===== config.mk =====
export PLATFORM = sky130hd
export DESIGN_NAME = mmx_rep_seq_flat
export DESIGN_NICKNAME = d
export VERILOG_FILES = /design/src/rtl/mmx_rep_seq_if.sv /design/src/rtl/mmx_rep_seq.sv /design/src/flat_wrapper.sv
export SDC_FILE = /design/constraint.sdc
export NUM_CORES = 1
export LEC_CHECK = 0
export CAP_MARGIN = 20
export CORE_MARGIN = 2
export CORE_UTILIZATION = 41
export CTS_CLUSTER_DIAMETER = 120
export DETAILED_ROUTE_END_ITERATION = 8
export PLACE_DENSITY = 0.87
export SETUP_SLACK_MARGIN = 0.2
export SYNTH_ARGS = -nofsm -noshare
export SYNTH_HDL_FRONTEND = slang
export SYNTH_SLANG_ARGS = --single-unit

===== constraint.sdc =====
create_clock -name clk -period 4.65 [get_ports clk]
set_clock_uncertainty 0.05 [all_clocks]
set_input_delay 0.93 -clock clk [delete_from_list [all_inputs] [get_ports clk]]
set_output_delay 0.93 -clock clk [all_outputs]
set_load 0.01 [all_outputs]

===== src/rtl/mmx_rep_seq_if.sv =====
`default_nettype none
// +----------------------------------------------------------------------+
// | mmx_rep_seq_if : decode / alu3 / writeback / ECX bundle for the REP  |
// |                  sequencer.                                          |
// | Revision 1.0                                                         |
// +----------------------------------------------------------------------+
interface mmx_rep_seq_if #(
  parameter int W_OP = 5
);
  logic            start_v;
  logic            start_ready;
  logic [W_OP-1:0] start_op;
  logic            start_rep;
  logic [31:0]     ecx_in;
  logic [W_OP-1:0] alu3_op;
  logic [31:0]     ecx_out;
  logic [63:0]     alu_res3;
  logic            res_v;
  logic            res_ready;
  logic [63:0]     res_data;
  logic            res_last;
  logic            ecx_wr_v;
  logic [31:0]     ecx_wr_data;
  logic            flush;
  logic            done;
  logic            busy;

  modport slave (
    input  start_v, start_op, start_rep, ecx_in, alu_res3, res_ready, flush,
    output start_ready, alu3_op, ecx_out, res_v, res_data, res_last,
           ecx_wr_v, ecx_wr_data, done, busy
  );

  modport master (
    output start_v, start_op, start_rep, ecx_in, alu_res3, res_ready, flush,
    input  start_ready, alu3_op, ecx_out, res_v, res_data, res_last,
           ecx_wr_v, ecx_wr_data, done, busy
  );
endinterface
`default_nettype wire


===== src/rtl/mmx_rep_seq.sv =====
`default_nettype none
// +----------------------------------------------------------------------+
// | mmx_rep_seq : time-shares alu3 between the MMX body op and the ECX   |
// |               decrement so REP ops iterate without decode.           |
// | Revision 1.0                                                         |
// +----------------------------------------------------------------------+
module mmx_rep_seq #(
  parameter int              W_OP      = 5,
  parameter logic [W_OP-1:0] OP_ECXDEC = 5'b11000
) (
  input  logic         clk,
  input  logic         rst,
  mmx_rep_seq_if.slave bus
);

  typedef enum logic [1:0] {
    S_IDLE = 2'd0,
    S_EXEC = 2'd1,
    S_HOLD = 2'd2,
    S_DEC  = 2'd3
  } state_e;

  state_e          state_q;
  logic [W_OP-1:0] op_q;
  logic            rep_q;
  logic [31:0]     ecx_q;
  logic [63:0]     res_data_q;
  logic            res_v_q;
  logic            res_last_q;
  logic            done_q;
  logic [W_OP-1:0] alu3_op_q;

  // In DEC alu3 returns ECX-1 in the low word; that is the next ECX.
  logic [31:0] ecx_d;
  assign ecx_d = bus.alu_res3[31:0];

  always_ff @(posedge clk or posedge rst) begin
    if (rst) begin
      state_q    <= S_IDLE;
      op_q       <= '0;
      rep_q      <= 1'b0;
      ecx_q      <= '0;
      res_data_q <= '0;
      res_v_q    <= 1'b0;
      res_last_q <= 1'b0;
      done_q     <= 1'b0;
      alu3_op_q  <= '0;
    end else begin
      done_q <= 1'b0;
      if (bus.flush) begin
        state_q   <= S_IDLE;
        res_v_q   <= 1'b0;
        alu3_op_q <= '0;
      end else begin
        case (state_q)
          S_IDLE: begin
            if (bus.start_v) begin
              op_q  <= bus.start_op;
              rep_q <= bus.start_rep;
              ecx_q <= bus.ecx_in;
              // REP with ECX==0 retires immediately with no result.
              if (bus.start_rep && (bus.ecx_in == 32'd0)) begin
                done_q <= 1'b1;
              end else begin
                state_q   <= S_EXEC;
                alu3_op_q <= bus.start_op;
              end
            end
          end
          S_EXEC: begin
            res_data_q <= bus.alu_res3;
            res_v_q    <= 1'b1;
            res_last_q <= !rep_q || (ecx_q == 32'd1);
            alu3_op_q  <= '0;
            state_q    <= S_HOLD;
          end
          S_HOLD: begin
            if (bus.res_ready) begin
              res_v_q <= 1'b0;
              if (!rep_q) begin
                state_q <= S_IDLE;
                done_q  <= 1'b1;
              end else begin
                state_q   <= S_DEC;
                alu3_op_q <= OP_ECXDEC;
              end
            end
          end
          S_DEC: begin
            ecx_q <= ecx_d;
            if (ecx_d == 32'd0) begin
              state_q   <= S_IDLE;
              done_q    <= 1'b1;
              alu3_op_q <= '0;
            end else begin
              state_q   <= S_EXEC;
              alu3_op_q <= op_q;
            end
          end
          default: begin
            state_q   <= S_IDLE;
            alu3_op_q <= '0;
          end
        endcase
      end
    end
  end

  assign bus.start_ready = (state_q == S_IDLE) && !bus.flush;
  assign bus.ecx_wr_v    = (state_q == S_DEC) && !bus.flush;
  assign bus.ecx_wr_data = bus.ecx_wr_v ? ecx_d : 32'd0;
  assign bus.alu3_op     = alu3_op_q;
  assign bus.ecx_out     = ecx_q;
  assign bus.res_v       = res_v_q;
  assign bus.res_data    = res_data_q;
  assign bus.res_last    = res_last_q;
  assign bus.done        = done_q;
  assign bus.busy        = (state_q != S_IDLE);

endmodule
`default_nettype wire

===== src/flat_wrapper.sv =====
// flat-port wrapper written by rule: the top's interface ports become plain ports
module mmx_rep_seq_flat 
#(
  parameter int              W_OP      = 5,
  parameter logic [W_OP-1:0] OP_ECXDEC = 5'b11000
)
  (clk, rst, bus_start_v, bus_start_op, bus_start_rep, bus_ecx_in, bus_alu_res3, bus_res_ready, bus_flush, bus_start_ready, bus_alu3_op, bus_ecx_out, bus_res_v, bus_res_data, bus_res_last, bus_ecx_wr_v, bus_ecx_wr_data, bus_done, bus_busy);
  mmx_rep_seq_if #(.W_OP(W_OP)) bus_i ();
  input  logic clk;
  input  logic rst;
  input wire logic [$bits(bus_i.start_v)-1:0] bus_start_v;
  input wire logic [$bits(bus_i.start_op)-1:0] bus_start_op;
  input wire logic [$bits(bus_i.start_rep)-1:0] bus_start_rep;
  input wire logic [$bits(bus_i.ecx_in)-1:0] bus_ecx_in;
  input wire logic [$bits(bus_i.alu_res3)-1:0] bus_alu_res3;
  input wire logic [$bits(bus_i.res_ready)-1:0] bus_res_ready;
  input wire logic [$bits(bus_i.flush)-1:0] bus_flush;
  output wire logic [$bits(bus_i.start_ready)-1:0] bus_start_ready;
  output wire logic [$bits(bus_i.alu3_op)-1:0] bus_alu3_op;
  output wire logic [$bits(bus_i.ecx_out)-1:0] bus_ecx_out;
  output wire logic [$bits(bus_i.res_v)-1:0] bus_res_v;
  output wire logic [$bits(bus_i.res_data)-1:0] bus_res_data;
  output wire logic [$bits(bus_i.res_last)-1:0] bus_res_last;
  output wire logic [$bits(bus_i.ecx_wr_v)-1:0] bus_ecx_wr_v;
  output wire logic [$bits(bus_i.ecx_wr_data)-1:0] bus_ecx_wr_data;
  output wire logic [$bits(bus_i.done)-1:0] bus_done;
  output wire logic [$bits(bus_i.busy)-1:0] bus_busy;
  assign bus_i.start_v = bus_start_v;
  assign bus_i.start_op = bus_start_op;
  assign bus_i.start_rep = bus_start_rep;
  assign bus_i.ecx_in = bus_ecx_in;
  assign bus_i.alu_res3 = bus_alu_res3;
  assign bus_i.res_ready = bus_res_ready;
  assign bus_i.flush = bus_flush;
  assign bus_start_ready = bus_i.start_ready;
  assign bus_alu3_op = bus_i.alu3_op;
  assign bus_ecx_out = bus_i.ecx_out;
  assign bus_res_v = bus_i.res_v;
  assign bus_res_data = bus_i.res_data;
  assign bus_res_last = bus_i.res_last;
  assign bus_ecx_wr_v = bus_i.ecx_wr_v;
  assign bus_ecx_wr_data = bus_i.ecx_wr_data;
  assign bus_done = bus_i.done;
  assign bus_busy = bus_i.busy;
  mmx_rep_seq #(.W_OP(W_OP), .OP_ECXDEC(OP_ECXDEC)) u_core (.clk(clk), .rst(rst), .bus(bus_i));
endmodule

### After elaboration in Yosys (flattened, before gate mapping)

Index checks and enable logic that the tools add are counted.

| word-level totals | value |
|---|---|
| register bits | 112 |

| cells by class | value |
|---|---|
| eq/ne operators | 9 |
| muxes and demuxes | 27 |
| bitwise gates (word level) | 1 |
| reduce and logical (&&, ||, !) cells | 18 |

Operator list:

| operator | number |
|---|---|
| $logic_not A32 Y1 | 2 |
| $mux W32 | 2 |
| $pmux W32 S2 | 1 |
| $eq A32 B1 Y1 const B | 1 |
| $mux W5 | 6 |
| $pmux W5 S4 | 1 |
| $mux W2 | 5 |
| $mux W1 | 9 |
| $ne A3 B3 Y1 const B | 3 |
| $reduce_and A3 Y1 | 3 |
| $pmux W2 S4 | 1 |
| $eq A2 B2 Y1 const B | 2 |
| $reduce_and A2 Y1 | 2 |
| $reduce_and A4 Y1 | 1 |
| $reduce_bool A2 Y1 | 2 |
| $logic_and A1 B1 Y1 | 3 |
| $ne A3 B2 Y1 const B | 1 |
| $pmux W1 S3 | 1 |
| $reduce_bool A3 Y1 | 1 |
| $eq A2 B1 Y1 const B | 1 |
| $logic_not A1 Y1 | 2 |
| $logic_not A2 Y1 | 1 |
| $ne A2 B2 Y1 const B | 1 |
| $pmux W1 S2 | 1 |
| 2 further kinds | 2 |

### Longest topological paths before layout

Gate-level depths: netlist of the first run.

| logic depth | value |
|---|---|
| depth after elaboration | 6 |
| mapped depth | 7 |
| mapped depth without buffers | 5 |

### Worst setup path after synthesis of the first run

Ideal clock, no wire load.

| timing | value |
|---|---|
| path type | input to output |
| start point | input port bus_flush |
| end point | output port bus_ecx_wr_data[22] |
| arrival time | 1.830 ns |
| slack | 1.840 ns |
| cell stages on the path | 4 |
| path buffers | 2 |
| cells stage by stage | buf_2 > nor2_2 > clkbuf_1 > and2_1 |

| between the ends | value |
|---|---|
| longest elaborated chain between the ends | 3 |

RTL lines:

| what | RTL line | text |
|---|---|---|
| start, declared | flat_wrapper.sv:17 | `input wire logic [$bits(bus_i.flush)-1:0] bus_flush;` |
| $logic_not A1 Y1 | mmx_rep_seq.sv:110 | `assign bus.ecx_wr_v = (state_q == S_DEC) && !bus.flush;` |
| $logic_and A1 B1 Y1 | mmx_rep_seq.sv:110 |  |
| via bus_ecx_wr_v | flat_wrapper.sv:24 | `output wire logic [$bits(bus_i.ecx_wr_v)-1:0] bus_ecx_wr_v;` |
| $mux W32 | mmx_rep_seq.sv:111 | `assign bus.ecx_wr_data = bus.ecx_wr_v ? ecx_d : 32'd0;` |
| end, declared | flat_wrapper.sv:25 | `output wire logic [$bits(bus_i.ecx_wr_data)-1:0] bus_ecx_wr_data;` |

The timed path passes the listed nets, and every way through them passes these cells.

### Final worst setup path of the first run

| timing | value |
|---|---|
| start point | input port bus_flush |
| end point | output port bus_ecx_wr_data[10] |

| between the ends | value |
|---|---|
| longest elaborated chain between the ends | 3 |

RTL lines:

| what | RTL line |
|---|---|
| $logic_not A1 Y1 | mmx_rep_seq.sv:110 |
| $logic_and A1 B1 Y1 | mmx_rep_seq.sv:110 |
| $mux W32 | mmx_rep_seq.sv:111 |

Every way passes these cells.

==> out/results.txt, run 1 <==
status -> completed
Chip Height -> 116 um
Mapped Avg Cell Area -> 12.4 sq um
Horiz. Die Dim -> 116 um
largest area contributor in the netlist -> dfrtp_1
Max FO, Critical Path -> 37
DR pass1 iterations -> 4
Pleak -> 0.00340 uW
top routing layer used -> met4
fin crit period -> 3.69 ns
Hold-fix buffers, CTS -> 0
Seq/Total Area, Yosys -> 54.6%
grt ovf -> 0
met3 routed WL -> 1470 um
number of post-CTS setup repair buffers -> 0
detailed-route wire length on metal 1 -> 5810 um
Slew headroom -> 47.7%
worst path arrival time -> 2.71 ns
Worst-path clk slew -> 0.07 ns
Overall Global Routing Usage -> 24.1%
Clock Path Buffers -> 2
Max Slew Vio Count -> 0
first-iteration detailed-routing DRC count -> 191
post-cts repair resize count -> 0
crit end category -> primary output
Post-Place Cells -> 811
layout cells sized above 1 -> 17.4%
maximum vdd drop -> 0.312 mV
PwrDens -> 533 nW/um^2
clock sinks -> 112
GPL Wtd Cong -> 0.842
Synth Register Bits -> 112
Met2 Wirelength -> 8480 um
n_diodes -> 0
number of global-route vias before repair -> 4587
CP Buf/Inv Count -> 4
worst-path cell chain -> clkdlybuf4s50_1 > buf_4 > nor2_2 > buf_4 > and2_1 > clkdlybuf4s50_1
Initial Util -> 42.4%
top post-synthesis cells by area -> dfrtp_1 55%, mux2_2 15%, mux2i_1 6.2%
HPWL after DPL -> 12200 um
Setup-failing EPs final -> 0
Root Driver -> clkbuf_16
CP Data Required Time -> 3.67 ns
fmax -> 271 MHz
RSZ-0062 raised after global routing -> false
I/O pins -> 246
via count -> 4319
Setup CP Type -> primary input to primary output
Post-Synthesis Cells -> 414
largest net degree at the start of global routing -> 91
fin crit share -> 79.5%
slowest CP cell -> clkdlybuf4s50_1
global-route wire length before repair -> 24500 um
library cells used by synthesis -> 39
CTS tree -> built
Die ar. -> 13400 sq um
Yosys warning count -> 0
worst hold path type -> flop to flop
FP Rows -> 40
setup_tns -> 0 ns
Slew @ Worst Pin -> 0.783 ns
Yosys top cell area share -> 54.6%
non-filler instance count after layout -> 828
Top delay family on crit path -> buffers and inverters
DR DRC count -> 0
core area -> 12100 sq um
syn_nets -> 521
most frequent cells in the layout -> 245 x clkdlybuf4s50_1, 112 x dfrtp_1, 70 x mux2_2
area grow syn2layout -> 57.1%
WL final -> 16000 um
Max Cap Viol -> 0
initial antenna violation count -> 0
Clock Latency Late Sink -> 0.35 ns
Nets -> 762
htree depth -> 3
Post-Syn Area -> 5140 sq um
Startpoint Class -> primary input
fillers -> 947
Post-DRT Antenna Nets -> 0
Routed WL per cell -> 19.3 um
critical path's largest stage delay -> 0.54 ns
vias per cell -> 5.22
commonest non-fill, non-tap cell in the layout -> clkdlybuf4s50_1
Inserted Clock Buffers -> 9
final hold violation count -> 0
Port Buffer Count -> 245
through the flow:
| stage | utilization [%] | setup slack, ns | area [sq um] | hold WS (ns) | power [uW] |
|---|---|---|---|---|---|
| final | 66.6 | 0.956 | 8070 | 0.459 | 4300 |
| after global routing | 66.6 | 0.846 | 8070 | 0.470 | 4540 |
| after CTS | 66.4 | 0.952 | 8040 | 0.460 | 4330 |
| after detailed placement | 64.0 | 0.963 | 7760 | 0.444 | 3580 |
| after global placement | 64.0 | 1.04 | 7760 | 0.427 | 3500 |
| after floorplan | - | 0.711 | 5140 | 0.429 | 2430 |
metal layers:
metal	GRT usage (%)	up-vias
li1	-	1967
met1	27.4	2126
met2	44.2	207
met3	6.49	19
met4	7.54	0
met5	0	-
registers in the layout (all words and copies together) (netlist names):
signal               count
u_core.bus.res_data     64
u_core.bus.alu3_op       5
u_core.op_q              5
u_core.rep_q             1
u_core.bus.res_last      1
u_core.bus.res_v         1
u_core.state_q           2
u_core.bus.done          1
u_core.bus.ecx_out      32
cells by family after synthesis:
logic type      synth area share, %
compound gates                 6.58
buf+inv                        2.51
flops                          54.6
mux                            23.0
simple gates                   13.3
final cells by class:
class                           count  area [sq um]  share of cell area [%]
Inverter                            3          13.8                   0.171
Clock buffer                       13           270                    3.35
Tap cell                          168           210                    2.61
Timing Repair Buffer              252          2540                    31.4
Multi-Input combinational cell    277          2220                    27.5
Sequential cell                   112          2800                    34.7
Clock inverter                      3          15.0                   0.186
synthesized netlist by cell type:
master     instances
or3_1              1
nor3_1             1
o21ai_2            1
nand2_1            5
buf_2             10
o22ai_1            1
nand4_2            1
buf_1              4
mux2_2            70
nor2_1            37
a22oi_4            1
nand2_2            2
inv_1              3
nor4b_1            1
a22o_2             1
o41ai_4            1
nand3b_1           1
o21ai_0            5
clkbuf_1           5
mux2_4             5
nor3_4             1
a32o_1             3
buf_6              3
o211ai_1           1
nand2b_1           2
dfrtp_1          112
nor4b_4            1
or4_1              1
nor4_2             3
nor4_1            18
nor2b_1            2
o2bb2ai_1          1
nor2_2             1
or2_2              3
a21oi_1           37
and2_1            32
nand4_1            4
mux2i_1           32
o21a_1             1
path summary, 6_finish.rpt:
| kind | cells past startpoint | startpoint | slack, ns | end |
|---|---|---|---|---|
| max in group asynchronous | 4 | rst | 2.60 | u_core.bus.res_data[39]$_DFFE_PP0P_ |
| min | 1 | u_core.bus.res_data[5]$_DFFE_PP0P_ | 0.46 | u_core.bus.res_data[5]$_DFFE_PP0P_ |
| max | 6 | bus_flush | 0.96 | bus_ecx_wr_data[10] |
| min in group asynchronous | 2 | rst | 0.95 | u_core.bus.res_data[32]$_DFFE_PP0P_ |
| min reg2reg | 1 | u_core.bus.res_data[5]$_DFFE_PP0P_ | 0.46 | u_core.bus.res_data[5]$_DFFE_PP0P_ |
| max reg2reg | 4 | u_core.state_q[1]$_DFFE_PP0P_ | 2.37 | u_core.bus.res_data[24]$_DFFE_PP0P_ |
where the power goes:
part           internal, uW  switching (uW)  leakage [uW]
logic                  1150             717       0.00196
registers              1410             289       0.00130
clock network           405             336      0.000145
Note: power is estimated with default switching activity, not from simulation.
==> run 2, diff against run 1 <==
--- a/config.mk
+++ b/config.mk
@@ -7,10 +7,10 @@
 export LEC_CHECK = 0
 export CAP_MARGIN = 20
 export CORE_MARGIN = 2
-export CORE_UTILIZATION = 41
+export CORE_UTILIZATION = 37
 export CTS_CLUSTER_DIAMETER = 120
 export DETAILED_ROUTE_END_ITERATION = 8
-export PLACE_DENSITY = 0.87
+export PLACE_DENSITY = 0.83
 export SETUP_SLACK_MARGIN = 0.2
 export SYNTH_ARGS = -nofsm -noshare
 export SYNTH_HDL_FRONTEND = slang
==> constraint.sdc (replaced) <==
create_clock -name clk -period 3.12 [get_ports clk]
set_clock_uncertainty 0.05 [all_clocks]
set_input_delay 0.624 -clock clk [delete_from_list [all_inputs] [get_ports clk]]
set_output_delay 0.624 -clock clk [all_outputs]
set_load 0.01 [all_outputs]
==> run 2 against run 1 <==
Net effect:
- die area grew 10%
- via count rose by 0.30%
- final area increased by 2.2%
- sequential share of layout area decreased by 0.73 points
- setup slack got worse by 0.69 ns
- first-iteration DRC count shrank 13%
- largest power group unchanged
==> out/results.txt, run 2 (synthesized netlist as in run 1, its figures left out) <==
Inserted Clock Buffers -> 9 (unchanged)
Pleak -> 0.00346 uW (+1.9%)
Max Cap Viol -> 0 (unchanged)
crit end category -> primary output
DR pass1 iterations -> 4 (unchanged)
commonest non-fill, non-tap cell in the layout -> clkdlybuf4s50_1
sw frac -> 30.7% (-0.51 points)
area grow syn2layout -> 60.6%
initial antenna violation count -> 1 (+1)
Pint -> 4550 uW (+54%)
fin crit share -> 91.4%
end of the critical path -> bus_ecx_wr_data[27]
Max Slew Vio Count -> 0 (unchanged)
layout cells sized above 1 -> 19.1% (+1.7 points)
sequential share of power -> 38.8% (-0.7 points)
Setup-failing EPs final -> 0 (unchanged)
Hold-fix buffers, CTS -> 0 (unchanged)
R2R setup slack -> 1.22 ns (-1.15 ns)
Startpoint Class -> primary input
WHS -> 0.454 ns (-0.00464 ns)
worst-path cell chain -> clkdlybuf4s50_1 > nor2_2 > buf_12 > and2_1 > clkdlybuf4s50_1
R2R Path Start -> u_core.state_q[1]$_DFFE_PP0P_
worst r2r dst -> u_core.bus.res_data[38]$_DFFE_PP0P_
Pwr Total -> 6570 uW (+53%)
Critical path origin -> bus_flush
htree depth -> 3 (unchanged)
Post-DRT Antenna Nets -> 0 (unchanged)
maximum vdd drop -> 0.484 mV (+55%)
via count -> 4332 (+0.30%)
CP Data Required Time -> 2.45 ns (-1.22 ns)
Horiz. Die Dim -> 122 um (+5.1%)
critical path's largest stage delay -> 0.54 ns (about the same)
I/O pins -> 246 (unchanged)
Die ar. -> 14800 sq um (+10%)
crit-path most repeated cell -> clkdlybuf4s50_1
Chip Height -> 122 um (+5.1%)
CP Buf/Inv Count -> 3 (-1)
Clock Latency Late Sink -> 0.35 ns (about the same)
Critical Path Stages -> 5 (-1)
Nets -> 773 (+1.4%)
HPWL after DPL -> 12400 um (+1.4%)
core area -> 13700 sq um (+13%)
P_sw -> 2010 uW (+50%)
most frequent cells in the layout -> 245 x clkdlybuf4s50_1, 110 x dfrtp_1, 70 x mux2_2
Setup CP Type -> primary input to primary output
largest net degree at the start of global routing -> 65 (-29%)
final hold violation count -> 0 (unchanged)
clock sinks -> 112 (unchanged)
RSZ-0062 raised after global routing -> false
Worst-path clk slew -> 0.06 ns (about the same)
number of post-CTS setup repair buffers -> 0 (unchanged)
first-iteration detailed-routing DRC count -> 166 (-13%)
setup_tns -> 0 ns (unchanged)
CTS tree -> built
Routed WL per cell -> 19.0 um (-1.8%)
Port Buffer Count -> 245 (unchanged)
FP Rows -> 43 (+7.5%)
post-cts repair resize count -> 0 (unchanged)
Slew @ Worst Pin -> 0.588 ns (-0.195 ns)
Root Driver -> clkbuf_16
worst path arrival time -> 2.18 ns (-0.53 ns)
Max FO, Critical Path -> 37 (unchanged)
Register-to-Register Path Depth -> 4 (unchanged)
Top delay family on crit path -> buffers and inverters
Final WS setup -> 0.267 ns (-0.688 ns)
Gate power share -> 42.3% (-1.0 points)
vias per cell -> 5.09 (-2.4%)
DR DRC count -> 0 (unchanged)
GPL Wtd Cong -> 0.885 (+5.1%)
worst hold path type -> flop to flop
pre-CTS setup slack -> 0.166 ns (-0.797 ns)
max FFs per register -> 64 (unchanged)
Slew headroom -> 60.8% (+13 points)
fin crit period -> 2.85 ns
Clock Power Share -> 18.9% (+1.7 points)
Clock Path Buffers -> 2 (unchanged)
WL final -> 16200 um (+0.95%)
fmax -> 351 MHz
Initial Util -> 37.4% (-5.0 points)
grt ovf -> 0 (unchanged)
Overall Global Routing Usage -> 21.7% (-2.4 points)
number of global-route vias before repair -> 4587 (unchanged)
PwrDens -> 796 nW/um^2 (+49%)
slowest CP cell -> clkdlybuf4s50_1
n_diodes -> 0 (unchanged)
global-route wire length before repair -> 24500 um (-0.17%)
status -> completed
-- run 2: power groups by stage --
stage	Clock, uW	Sequential (uW)	Combinational, uW
floorplan	0	2770	848
global placement	0	2520	2740
detailed placement	0	2570	2800
CTS	1280	2550	2810
global route	1330	2630	2960
finish	1240	2550	2780
-- run 2: worst min-delay path by stage --
stage                                   startpoint                                  end  slack (ns)  cells past startpoint
3_5_place_dp   u_core.bus.res_data[45]$_DFFE_PP0P_  u_core.bus.res_data[45]$_DFFE_PP0P_        0.44                      1
4_1_cts        u_core.bus.res_data[45]$_DFFE_PP0P_  u_core.bus.res_data[45]$_DFFE_PP0P_        0.46                      1
2_1_floorplan           u_core.op_q[3]$_DFFE_PP0P_           u_core.op_q[3]$_DFFE_PP0P_        0.43                      1
3_3_place_gp       u_core.bus.res_last$_DFFE_PP0P_      u_core.bus.res_last$_DFFE_PP0P_        0.43                      1
5_1_grt         u_core.bus.res_data[5]$_DFFE_PP0P_   u_core.bus.res_data[5]$_DFFE_PP0P_        0.47                      1
6_report       u_core.bus.res_data[45]$_DFFE_PP0P_  u_core.bus.res_data[45]$_DFFE_PP0P_        0.45                      1
-- run 2: cell type report --
cell class,instances,area [sq um]
Multi-Input combinational cell,277,2220
Inverter,3,15.0
Fill cell,1096,5470
Timing Repair Buffer,263,2660
Clock buffer,11,243
Tap cell,180,225
Sequential cell,112,2810
Clock inverter,5,80.1
-- run 2: per-stage QoR --
| stage | cells | utilization, % | instance area, sq um |
|---|---|---|---|
| 2_1_floorplan | 414 | - | 5140 |
| 3_3_place_gp | 834 | 57.6 | 7910 |
| 3_5_place_dp | 834 | 57.6 | 7910 |
| 4_1_cts | 850 | 60.0 | 8230 |
| 5_1_grt | 851 | 60.1 | 8250 |
| 6_report | 851 | 60.1 | 8250 |
-- run 2: routing by layer --
layer  vias to the layer above  track usage (%)  part of all wire, %
met5                         -                0                0.080
met4                         2             5.96                  1.3
met3                        24             8.52                  9.7
met2                       202             38.3                   51
met1                      2119             24.3                   38
li1                       1985                -                    -
